### config.mk
export PLATFORM = sky130hd
export DESIGN_NAME = pipe_stage_buf
export DESIGN_NICKNAME = d
export VERILOG_FILES = /design/src/rtl/pipe_stage_buf.sv
export SDC_FILE = /design/constraint.sdc
export NUM_CORES = 1
export LEC_CHECK = 0
export BUFFER_PORTS_ARGS = -buffer_cell sky130_fd_sc_hd__clkbuf_2
export CELL_PAD_IN_SITES_DETAIL_PLACEMENT = 1
export CELL_PAD_IN_SITES_GLOBAL_PLACEMENT = 2
export CORE_ASPECT_RATIO = 0.75
export CORE_UTILIZATION = 26
export CTS_CLUSTER_DIAMETER = 150
export DETAILED_ROUTE_END_ITERATION = 10
export MAX_ROUTING_LAYER = met4
export PLACE_DENSITY_LB_ADDON = 0.3
export SYNTH_ARGS = -nofsm -noshare
export SYNTH_HDL_FRONTEND = slang
export SYNTH_SLANG_ARGS = --single-unit
### constraint.sdc
create_clock -name clk -period 2.2 [get_ports clk]
set_input_delay 0.22 -clock clk [delete_from_list [all_inputs] [get_ports clk]]
set_output_delay 0.22 -clock clk [all_outputs]
set_load 0.01 [all_outputs]
### src/rtl/pipe_stage_buf.sv
// Generic inter-stage pipeline register with valid/ready handshake.
// Optional 2-entry skid buffer; empty slots present NOP_VALUE.
module pipe_stage_buf #(
  parameter int unsigned          PAYLOAD_W = 80,
  parameter logic [PAYLOAD_W-1:0] NOP_VALUE = '0,
  parameter bit                   SKID      = 1'b1
) (
  input  logic                 clk,
  input  logic                 rst,
  input  logic                 flush,
  input  logic                 in_valid,
  input  logic [PAYLOAD_W-1:0] in_payload,
  output logic                 in_ready,
  output logic                 out_valid,
  output logic [PAYLOAD_W-1:0] out_payload,
  input  logic                 out_ready,
  output logic [1:0]           occupancy
);

  logic acc;
  logic pop;

  assign acc = in_valid & in_ready;
  assign pop = out_valid & out_ready;

  if (SKID) begin : g_skid
    typedef enum logic [1:0] {
      EMPTY = 2'd0,
      ONE   = 2'd1,
      TWO   = 2'd2
    } state_e;

    state_e               state_q;
    state_e               state_d;
    logic                 rdy_q;
    logic [PAYLOAD_W-1:0] main_q;
    logic [PAYLOAD_W-1:0] main_d;
    logic [PAYLOAD_W-1:0] skid_q;
    logic [PAYLOAD_W-1:0] skid_d;

    always_ff @(posedge clk or negedge rst) begin
      if (!rst) begin
        state_q <= EMPTY;
        rdy_q   <= 1'b1;
      end else begin
        state_q <= state_d;
        rdy_q   <= (state_d != TWO);
      end
    end

    always_ff @(posedge clk or negedge rst) begin
      if (!rst) begin
        main_q <= NOP_VALUE;
        skid_q <= NOP_VALUE;
      end else begin
        main_q <= main_d;
        skid_q <= skid_d;
      end
    end

    // Flush takes priority so a squashed input never lands in a slot.
    always_comb begin
      state_d = state_q;
      main_d  = main_q;
      skid_d  = skid_q;
      if (flush) begin
        state_d = EMPTY;
      end else begin
        unique case (state_q)
          EMPTY: begin
            if (acc) begin
              state_d = ONE;
              main_d  = in_payload;
            end
          end
          ONE: begin
            if (acc && pop) begin
              main_d = in_payload;
            end else if (acc) begin
              state_d = TWO;
              skid_d  = in_payload;
            end else if (pop) begin
              state_d = EMPTY;
            end
          end
          TWO: begin
            if (pop) begin
              state_d = ONE;
              main_d  = skid_q;
            end
          end
          default: state_d = EMPTY;
        endcase
      end
    end

    always_comb begin
      in_ready    = rdy_q;
      out_valid   = (state_q != EMPTY);
      occupancy   = state_q;
      out_payload = (state_q != EMPTY) ? main_q : NOP_VALUE;
    end

  end else begin : g_single
    logic                 vld_q;
    logic                 vld_d;
    logic [PAYLOAD_W-1:0] main_q;
    logic [PAYLOAD_W-1:0] main_d;

    always_ff @(posedge clk or negedge rst) begin
      if (!rst) begin
        vld_q  <= 1'b0;
        main_q <= NOP_VALUE;
      end else begin
        vld_q  <= vld_d;
        main_q <= main_d;
      end
    end

    always_comb begin
      vld_d  = vld_q;
      main_d = main_q;
      if (flush) begin
        vld_d = 1'b0;
      end else if (acc) begin
        vld_d  = 1'b1;
        main_d = in_payload;
      end else if (pop) begin
        vld_d = 1'b0;
      end
    end

    always_comb begin
      in_ready    = ~vld_q | out_ready;
      out_valid   = vld_q;
      occupancy   = {1'b0, vld_q};
      out_payload = vld_q ? main_q : NOP_VALUE;
    end
  end

endmodule
### Yosys cells after proc, flatten, opt, wreduce, memory -nomap -nowiden

Cells that the tools add are included.

| word-level totals | value |
|---|---|
| register bits | 163 |
| input bits | 85 |
| output and inout port bits | 84 |
| word-level logic and storage cells | 32 |

| cells by class | value |
|---|---|
| eq/ne operators | 6 |
| mux-type cells | 12 |
| bitwise logic cells | 4 |
| reduce and logical (&&, ||, !) cells | 6 |

Operators with widths:

| operator | count |
|---|---|
| 2-to-1 mux 80 bit | 4 |
| one-hot mux 80 bit (3 select lines) | 1 |
| 2-to-1 mux 2 bit | 6 |
| inequality test 2 bit (second input constant) | 4 |
| one-hot mux 2 bit (3 select lines) | 1 |
| AND reduction 5 bit | 1 |
| AND reduction 4 bit | 1 |
| nonzero test 3 bit | 1 |
| bitwise AND 1 bit | 2 |
| == test 2 x 1 -> 1 bit (second input constant) | 1 |
| == test 2 bit (second input constant) | 1 |
| logical NOT 2 bit | 1 |
| inverter 1 bit | 2 |
| nonzero test 2 bit | 1 |
| logical AND 1 bit | 1 |

### Logic depth before layout (Yosys ltp)

Gate-level depths: netlist of run 1.

| depth | value |
|---|---|
| word-level depth | 8 |
| depth in mapped cells | 6 |

### Worst setup path after synthesis of run 1

OpenSTA, ideal clock, no wires.

| timing path | value |
|---|---|
| kind | flip-flop to flip-flop |
| start | register g_skid.rdy_q (netlist: in_ready) |
| end | register g_skid.main_q[0] |
| setup time | 0.132 ns |
| arrival | 1.484 ns |
| data required time | 2.068 ns |
| path slack | 0.584 ns |
| stages on the path, launching flop included | 7 |
| clock period less this slack | 1.616 ns |
| cells stage by stage | dfstp_2 nand2_1 o41a_4 buf_8 buf_6 nand2_1 o21ai_1 |

| between the ends | value |
|---|---|
| cells in the longest elaborated chain, start to end | 4 |
| elaborated cells between the ends (all ways) | 5 |
| those cells by class | eq/ne (2); bitwise (1); reduce/logical (2) |

Ends and longest elaborated chain:

| element | line | RTL |
|---|---|---|
| start, declared | 35 | `logic rdy_q;` |
| start signal, assigned | 47 | `rdy_q <= (state_d != TWO);` |
| bitwise AND 1 bit * | 23 | `assign acc = in_valid & in_ready;` |
| logical AND 1 bit | 77 | `if (acc && pop) begin` |
| inequality test 2 bit (no line) | -- |  |
| AND reduction 5 bit (no line) * | -- |  |
| end signal, assigned | 56 | `main_q <= main_d;` |
| end, declared | 36 | `logic [PAYLOAD_W-1:0] main_q;` |

Every way passes the cells marked *; elsewhere a longest branch is shown, timed or not.
A chain may end at the register's enable or synchronous reset.

### Final worst setup path of run 1

| timing path | value |
|---|---|
| start | register g_skid.state_q[0] (netlist: occupancy[0]) |
| end | output port out_payload[79] |

| between the ends | value |
|---|---|
| cells in the longest elaborated chain, start to end | 2 |

Ends and longest elaborated chain:

| element | line | RTL |
|---|---|---|
| start, declared | 33 | `state_e state_q;` |
| start signal, assigned | 46 | `state_q <= state_d;` |
| nonzero test 2 bit | 101 | `out_payload = (state_q != EMPTY) ? main_q : NOP_VALUE;` |
| 2-to-1 mux 80 bit | 101 |  |
| end, declared | 15 | `output logic [PAYLOAD_W-1:0] out_payload,` |

Every way passes these cells.

==> flow_metrics.tcl, run 1 <==
set metrics [dict create \
    synth_fa_ha_area_frac 0 \
    period_share 0.931 \
    die_area_sq_mm 0.0311 \
    clk_latency_ns 0.42 \
    postSynthCellCount 622 \
    synth_warnings 0 \
    hold_path_class "input pin to flop" \
    r2r_start "in_ready$_DFF_PN1_" \
    arrival_ns 1.83 \
    grt_pass1_vias 5542 \
    switching_power_mw 2.38 \
    crit_buf_inv 2 \
    min_period_ns 2.05 \
    cp_max_fo 45 \
    ys_ff_latch 163 \
    cp.depth 4 \
    drt_first_iter_violations 110 \
    via_count 5030 \
    p_sw_frac 0.257 \
    grt.total_usage 0.135 \
    gp_congestion 0.689 \
    grt-ovfl-total 0 \
    clock_skew_ns 0.00698 \
    tritoncts "yes" \
    cp-startpoint "occupancy[0]$_DFF_PN0_" \
    hpwl_mm 12.5 \
    cts_root_buf "clkbuf_16" \
    outcome "completed" \
    grt_max_degree 73 \
    wl_mm 18.9 \
    clkPwrFrac 0.363 \
    grt_first_pass_wirelength_mm 31.6 \
    diodes 0 \
    synthMuxAreaShare 0.255 \
    vias_per_cell 4.23 \
    cp-end-kind "primary output" \
    die_w_microns 203 \
    postSynthNetCount 707 \
    share_seq_of_total_power 0.445 \
    first_pass_iters 4 \
    whs_path_depth 2 \
    synth_top_family_by_area "multiplexers" \
    r2r_end "g_skid.main_q[50]$_DFFE_PN0P_" \
    p_int_mw 6.87 \
    yosysSeqAreaShare 0.516 \
    met3_usage 0.0388 \
    cp_slowest_stage_delay_ns 0.48 \
    dpl_worst_slack_ns 0.355 \
    cts_max_path_buffers 2 \
    die_h_microns 153 \
    postLayoutCoreUtil 0.331 \
    post_cts_buffers 0 \
    critPathLaunchType "flop" \
    tns_ns 0 \
    worst-slew-pin-transition_ns 0.571 \
    max_freq_ghz 0.488 \
    start_util 0.268 \
    rows 54 \
    hold_violations 0 \
    met1_usage 0.176 \
    ir_drop_mv 0.483 \
    port_buffers 168 \
    powerDensity_mw_per_mm2 949 \
    maxCapViolations 0 \
    drive_above_1_share 0.403 \
    synth-compound-area-share 0.0653 \
    path_delay_family "simple AND/OR/NAND/NOR gates" \
    finalSetupViolCount 0 \
    ant_nets 0 \
    r2r_cells 5 \
    antenna_found_initial 0 \
    endpoint "out_payload[79]" \
    final.fill_count 3293 \
    rrSetupSlack_ns 0.37 \
    cts_sinks 163 \
    slew_violations 0 \
    syn_area_sq_mm 0.00790 \
    synth_xor_area_frac 0 \
    yosys.area_share.simple 0.110 \
    cp_cell_sequence "or2_2 > buf_6 > and2_1 > clkbuf_2" \
    cp_slowest_cell "dfrtp_1" \
    grt-busiest-layer "met2" \
    pin_count 169 \
    avgRoutedWirePerCell_microns 15.9 \
    relSlewSlack 0.619 \
    avgSynthCellArea_sq_um 12.7 \
    htreeDepth 4 \
    grt_setup_unrepaired "false" \
    fin_ws_ns 0.153 \
    synth_cell_types 26 \
    use_met2 0.204 \
    clk_pin_slew_ns 0.06 \
    nNetsFinal 868 \
    area_growth_pct 23.3 \
    p_comb_frac 0.192 \
    core_sq_mm 0.0295 \
    critPathKind "flop to primary output" \
    p_leak_nw 4.72 \
    cts_buffers 17 \
    drc 0 \
    crit_required_ns 1.98 \
]
[cell usage after synthesis, drive strengths merged]
library cell	count	area share
a21oi	2	0.0013
and2	80	0.063
and3b	1	0.0011
buf	29	0.046
clkbuf	15	0.0071
dfrtp	162	0.51
dfstp	1	0.0033
inv	1	0.00047
mux2	80	0.15
mux2i	81	0.10
nand2	81	0.038
nand3b	1	0.00095
nand4bb	1	0.0014
nor2	1	0.00047
nor2b	2	0.0025
o21ai	80	0.060
o22a	1	0.0011
o41a	1	0.0027
or2	1	0.00079
or3	1	0.00079
[timing repair]
item	in CTS	in global routing
gates resized for setup	0	3
setup endpoints to repair	0	46
endpoints found under the hold margin	49	0
hold buffers	1	0
[worst min path at each step]
stage	slack, ns	endpoint	from
global route	0.02	occupancy[0]$_DFF_PN0_	flush
CTS	0.008	g_skid.skid_q[14]$_DFFE_PN0P_	in_payload[14]
finish	0.03	occupancy[0]$_DFF_PN0_	flush
detailed placement	0.25	g_skid.main_q[48]$_DFFE_PN0P_	rst
floorplan	-0.08	g_skid.main_q[0]$_DFFE_PN0P_	rst
global placement	0.26	g_skid.main_q[48]$_DFFE_PN0P_	rst
[stage by stage]
stage | area (sq um) | cells | total power, mW | hold slack (ns)
after CTS | 9730 | 1188 | 9.43 | 0.00806
after global routing | 9740 | 1188 | 9.82 | 0.0202
after detailed placement | 9060 | 1155 | 5.97 | 0.246
after global placement | 9060 | 1155 | 5.92 | 0.258
after floorplan | 7900 | 622 | 5.39 | -0.0756
final | 9740 | 1188 | 9.25 | 0.0319
[kinds of logic (layout without fill, tap and decap cells)]
kind of cell	count (synthesis)	in the layout
simple gates	169	169
flops	163	163
buf+inv	45	219
compound gates	84	84
mux	161	161
[sequential cells by signal, summed over array words and instances (netlist names)]
| signal | cells |
|---|---|
| occupancy | 2 |
| g_skid.skid_q | 80 |
| in_ready | 1 |
| g_skid.main_q | 80 |
[per-layer routing]
| layer | share of wire | vias up |
|---|---|---|
| li1 | - | 2436 |
| met1 | 0.49 | 2492 |
| met2 | 0.45 | 88 |
| met3 | 0.047 | 14 |
| met4 | 0.0095 | 0 |
| met5 | 0 | - |
[layout make-up]
cell class | count | area [sq um] | area share
inverters | 1 | 3.75 | 0.000385
repair buffers | 186 | 1100 | 0.113
well taps | 392 | 490 | 0.0503
clock inverters | 11 | 199 | 0.0204
flip-flops and latches | 163 | 4080 | 0.419
clock buffers | 21 | 460 | 0.0473
multi-input cells | 414 | 3400 | 0.349
[power by group through the flow]
stage / Sequential (mW) / Combinational (mW) / Clock, mW
2_1_floorplan: 4.05 / 1.34 / 0
4_1_cts: 4.12 / 1.82 / 3.49
5_1_grt: 4.23 / 1.99 / 3.60
3_3_place_gp: 4.15 / 1.77 / 0
3_5_place_dp: 4.16 / 1.81 / 0
6_report: 4.12 / 1.77 / 3.36
[worst reg2reg max path: cells and delay by family (launching register included)]
family                 cells  cell delay [ns]
AO/OA/AOI/OAI              2             0.66
buffers and inverters      1             0.26
flip-flops                 1             0.53
AND/OR/NAND/NOR            2             0.24
[layout by cell type (no fill, tap or decap), types with 5 or more instances in the layout]
cell type / instances
o21ai_2: 20
bufinv_16: 5
dfrtp_1: 161
clkbuf_2: 167
mux2_4: 80
mux2i_1: 81
and2_1: 80
buf_12: 9
clkbuf_16: 17
nand2_1: 81
o21ai_1: 60
buf_4: 6
Power figures use the tool's default switching activity.
==> inputs of run 2 (changes only) <==
Settings changed: ABC_AREA set to 1, CAP_MARGIN set to 20.
==> flow_metrics.tcl, run 2 <==
set metrics [dict create \
    yosysTopAreaCellShare 0.484 \
    whs_ns 0.0201 \
    cts_root_buf "clkbuf_16" \
    ir_drop_mv 0.500 \
    final_common_cell "nand2_1" \
    maxCapViolations 0 \
    clock_skew_ns 0.0118 \
    p_total_mw 9.12 \
    grt.total_usage 0.180 \
    outcome "completed" \
    powerDensity_mw_per_mm2 884 \
    die_w_microns 209 \
    first_pass_iters 4 \
    clk_latency_ns 0.44 \
    synth_common_cells "407 x nand2_1, 164 x inv_1, 162 x dfrtp_1" \
    avgSynthCellArea_sq_um 7.24 \
    synthFlopType "dfrtp_1" \
    ys_top_cells_by_area "dfrtp_1 48%, nand2_1 18%, inv_1 7.3%" \
    grt-ovfl-total 0 \
    finalSetupViolCount 0 \
    hold_path_class "input pin to flop" \
    hold_violations 0 \
    crit_required_ns 1.98 \
    start_util 0.266 \
    drc 0 \
    yosysSeqAreaShare 0.487 \
    cp_max_fo 40 \
    fin_ws_ns 0.129 \
    via_count 7661 \
    vias_per_cell 4.48 \
    synth.largest_area_cell "dfrtp_1" \
    nNetsFinal 1375 \
    cp-end-kind "primary output" \
    dp_cells 1668 \
    cts_sinks 163 \
    rows 56 \
    htreeDepth 4 \
    dpl_worst_slack_ns 0.254 \
    pin_count 169 \
    tritoncts "yes" \
    grt_pass1_vias 7864 \
    core_sq_mm 0.0315 \
    syn_area_sq_mm 0.00838 \
    area_growth_pct 23.1 \
    synth_cell_types 19 \
    ant_nets 0 \
    diodes 0 \
    grt_max_degree 161 \
    die_h_microns 157 \
    drive_above_1_share 0.179 \
    synth_edf_count 0 \
    ys_ff_latch 163 \
    async_flop_share 1.00 \
    min_period_ns 2.07 \
    worst-slew-pin-transition_ns 0.705 \
    clk_pin_slew_ns 0.07 \
    grt_setup_unrepaired "false" \
    die_area_sq_mm 0.0330 \
    p_leak_nw 5.85 \
    postSynthCellCount 1157 \
    post_cts_buffers 0 \
    postSynthNetCount 1242 \
    gp_congestion 0.732 \
    drt_first_iter_violations 246 \
    final_cell_mix "405 x nand2_1, 167 x clkbuf_2, 164 x inv_1" \
    max_freq_ghz 0.483 \
    cts_buffers 17 \
    slew_violations 0 \
    critPathKind "flop to primary output" \
    hpwl_mm 17.5 \
    relSlewSlack 0.530 \
    tns_ns 0 \
    wl_mm 27.7 \
    final_cells 1709 \
    critPathLaunchType "flop" \
    period_share 0.941 \
    cts_max_path_buffers 2 \
    antenna_found_initial 0 \
    synth_warnings 0 \
    port_buffers 168 \
    avgRoutedWirePerCell_microns 16.2 \
    yosysMostFrequentCell "nand2_1" \
    arrival_ns 1.85 \
    grt_first_pass_wirelength_mm 44.8 \
]
-- run 2: cell types whose count changed in the layout (fill, tap and decap cells not counted), moves of 81 or more --
cell     before  now
inv_1         1  164
mux2i_1      81    0
nand2_1      81  405
nand3_1       0   82
nand4_1       0   81
nor2_1        1   85
-- run 2: path summary, 6_finish.rpt --
| kind | start | to | slack [ns] | depth (start not counted) |
|---|---|---|---|---|
| setup / recovery | occupancy[1]$_DFF_PN0_ | out_payload[7] | 0.13 | 4 |
| min in group asynchronous | rst | g_skid.skid_q[68]$_DFFE_PN0P_ | 0.32 | 2 |
| setup reg to reg | occupancy[0]$_DFF_PN0_ | g_skid.main_q[48]$_DFFE_PN0P_ | 0.21 | 7 |
| hold reg to reg | g_skid.main_q[62]$_DFFE_PN0P_ | g_skid.main_q[62]$_DFFE_PN0P_ | 0.47 | 2 |
| max in group asynchronous | rst | g_skid.main_q[29]$_DFFE_PN0P_ | 1.19 | 3 |
| hold / removal | in_payload[0] | g_skid.skid_q[0]$_DFFE_PN0P_ | 0.02 | 3 |
-- run 2: layer usage --
layer  global-route usage  wire, microns
met1                0.241          13800
met2                0.289          12900
met3               0.0277            733
met4               0.0389            249
met5                    -              0
-- run 2: area by class of cell --
class | count | area, sq um
flip-flops and latches | 163 | 4080
clock buffers | 20 | 457
clock inverters | 12 | 156
fillers | 3903 | 21100
repair buffers | 198 | 1200
inverters | 166 | 624
well taps | 406 | 508
multi-input cells | 744 | 3280
-- run 2: cell families after synthesis --
kind of cell / synth area share
AOI/OAI and AO/OA: 0.0493
buffers and inverters: 0.126
DFF: 0.487
and+or+nand+nor: 0.338
-- run 2: metrics by stage --
| stage | area (sq um) | utilization |
|---|---|---|
| floorplan | 8380 | - |
| global placement | 9600 | 0.305 |
| detailed placement | 9600 | 0.305 |
| CTS | 10300 | 0.328 |
| global route | 10300 | 0.328 |
| finish | 10300 | 0.328 |
-- run 2: timing repair --
item                                    in CTS  in global routing
endpoints found under the setup margin       6                  1
hold buffers                                 9                  0
resized for setup                            1                  1
endpoints found under the hold margin       60                  0
pin swaps                                    0                  0
-- run 2: critical path, cell delays in order (launching register included) --
cell and delay, ns:
dfrtp_4 0.56, nor2_4 0.21, buf_6 0.34, nor2_1 0.14, clkbuf_2 0.15
-- run 2: power breakdown --
group | switching (mW) | total (mW) | internal [mW]
logic | 1.18 | 1.87 | 0.693
registers | 0.390 | 4.10 | 3.71
clock network | 1.30 | 3.15 | 1.85
total | 2.87 | 9.12 | 6.25
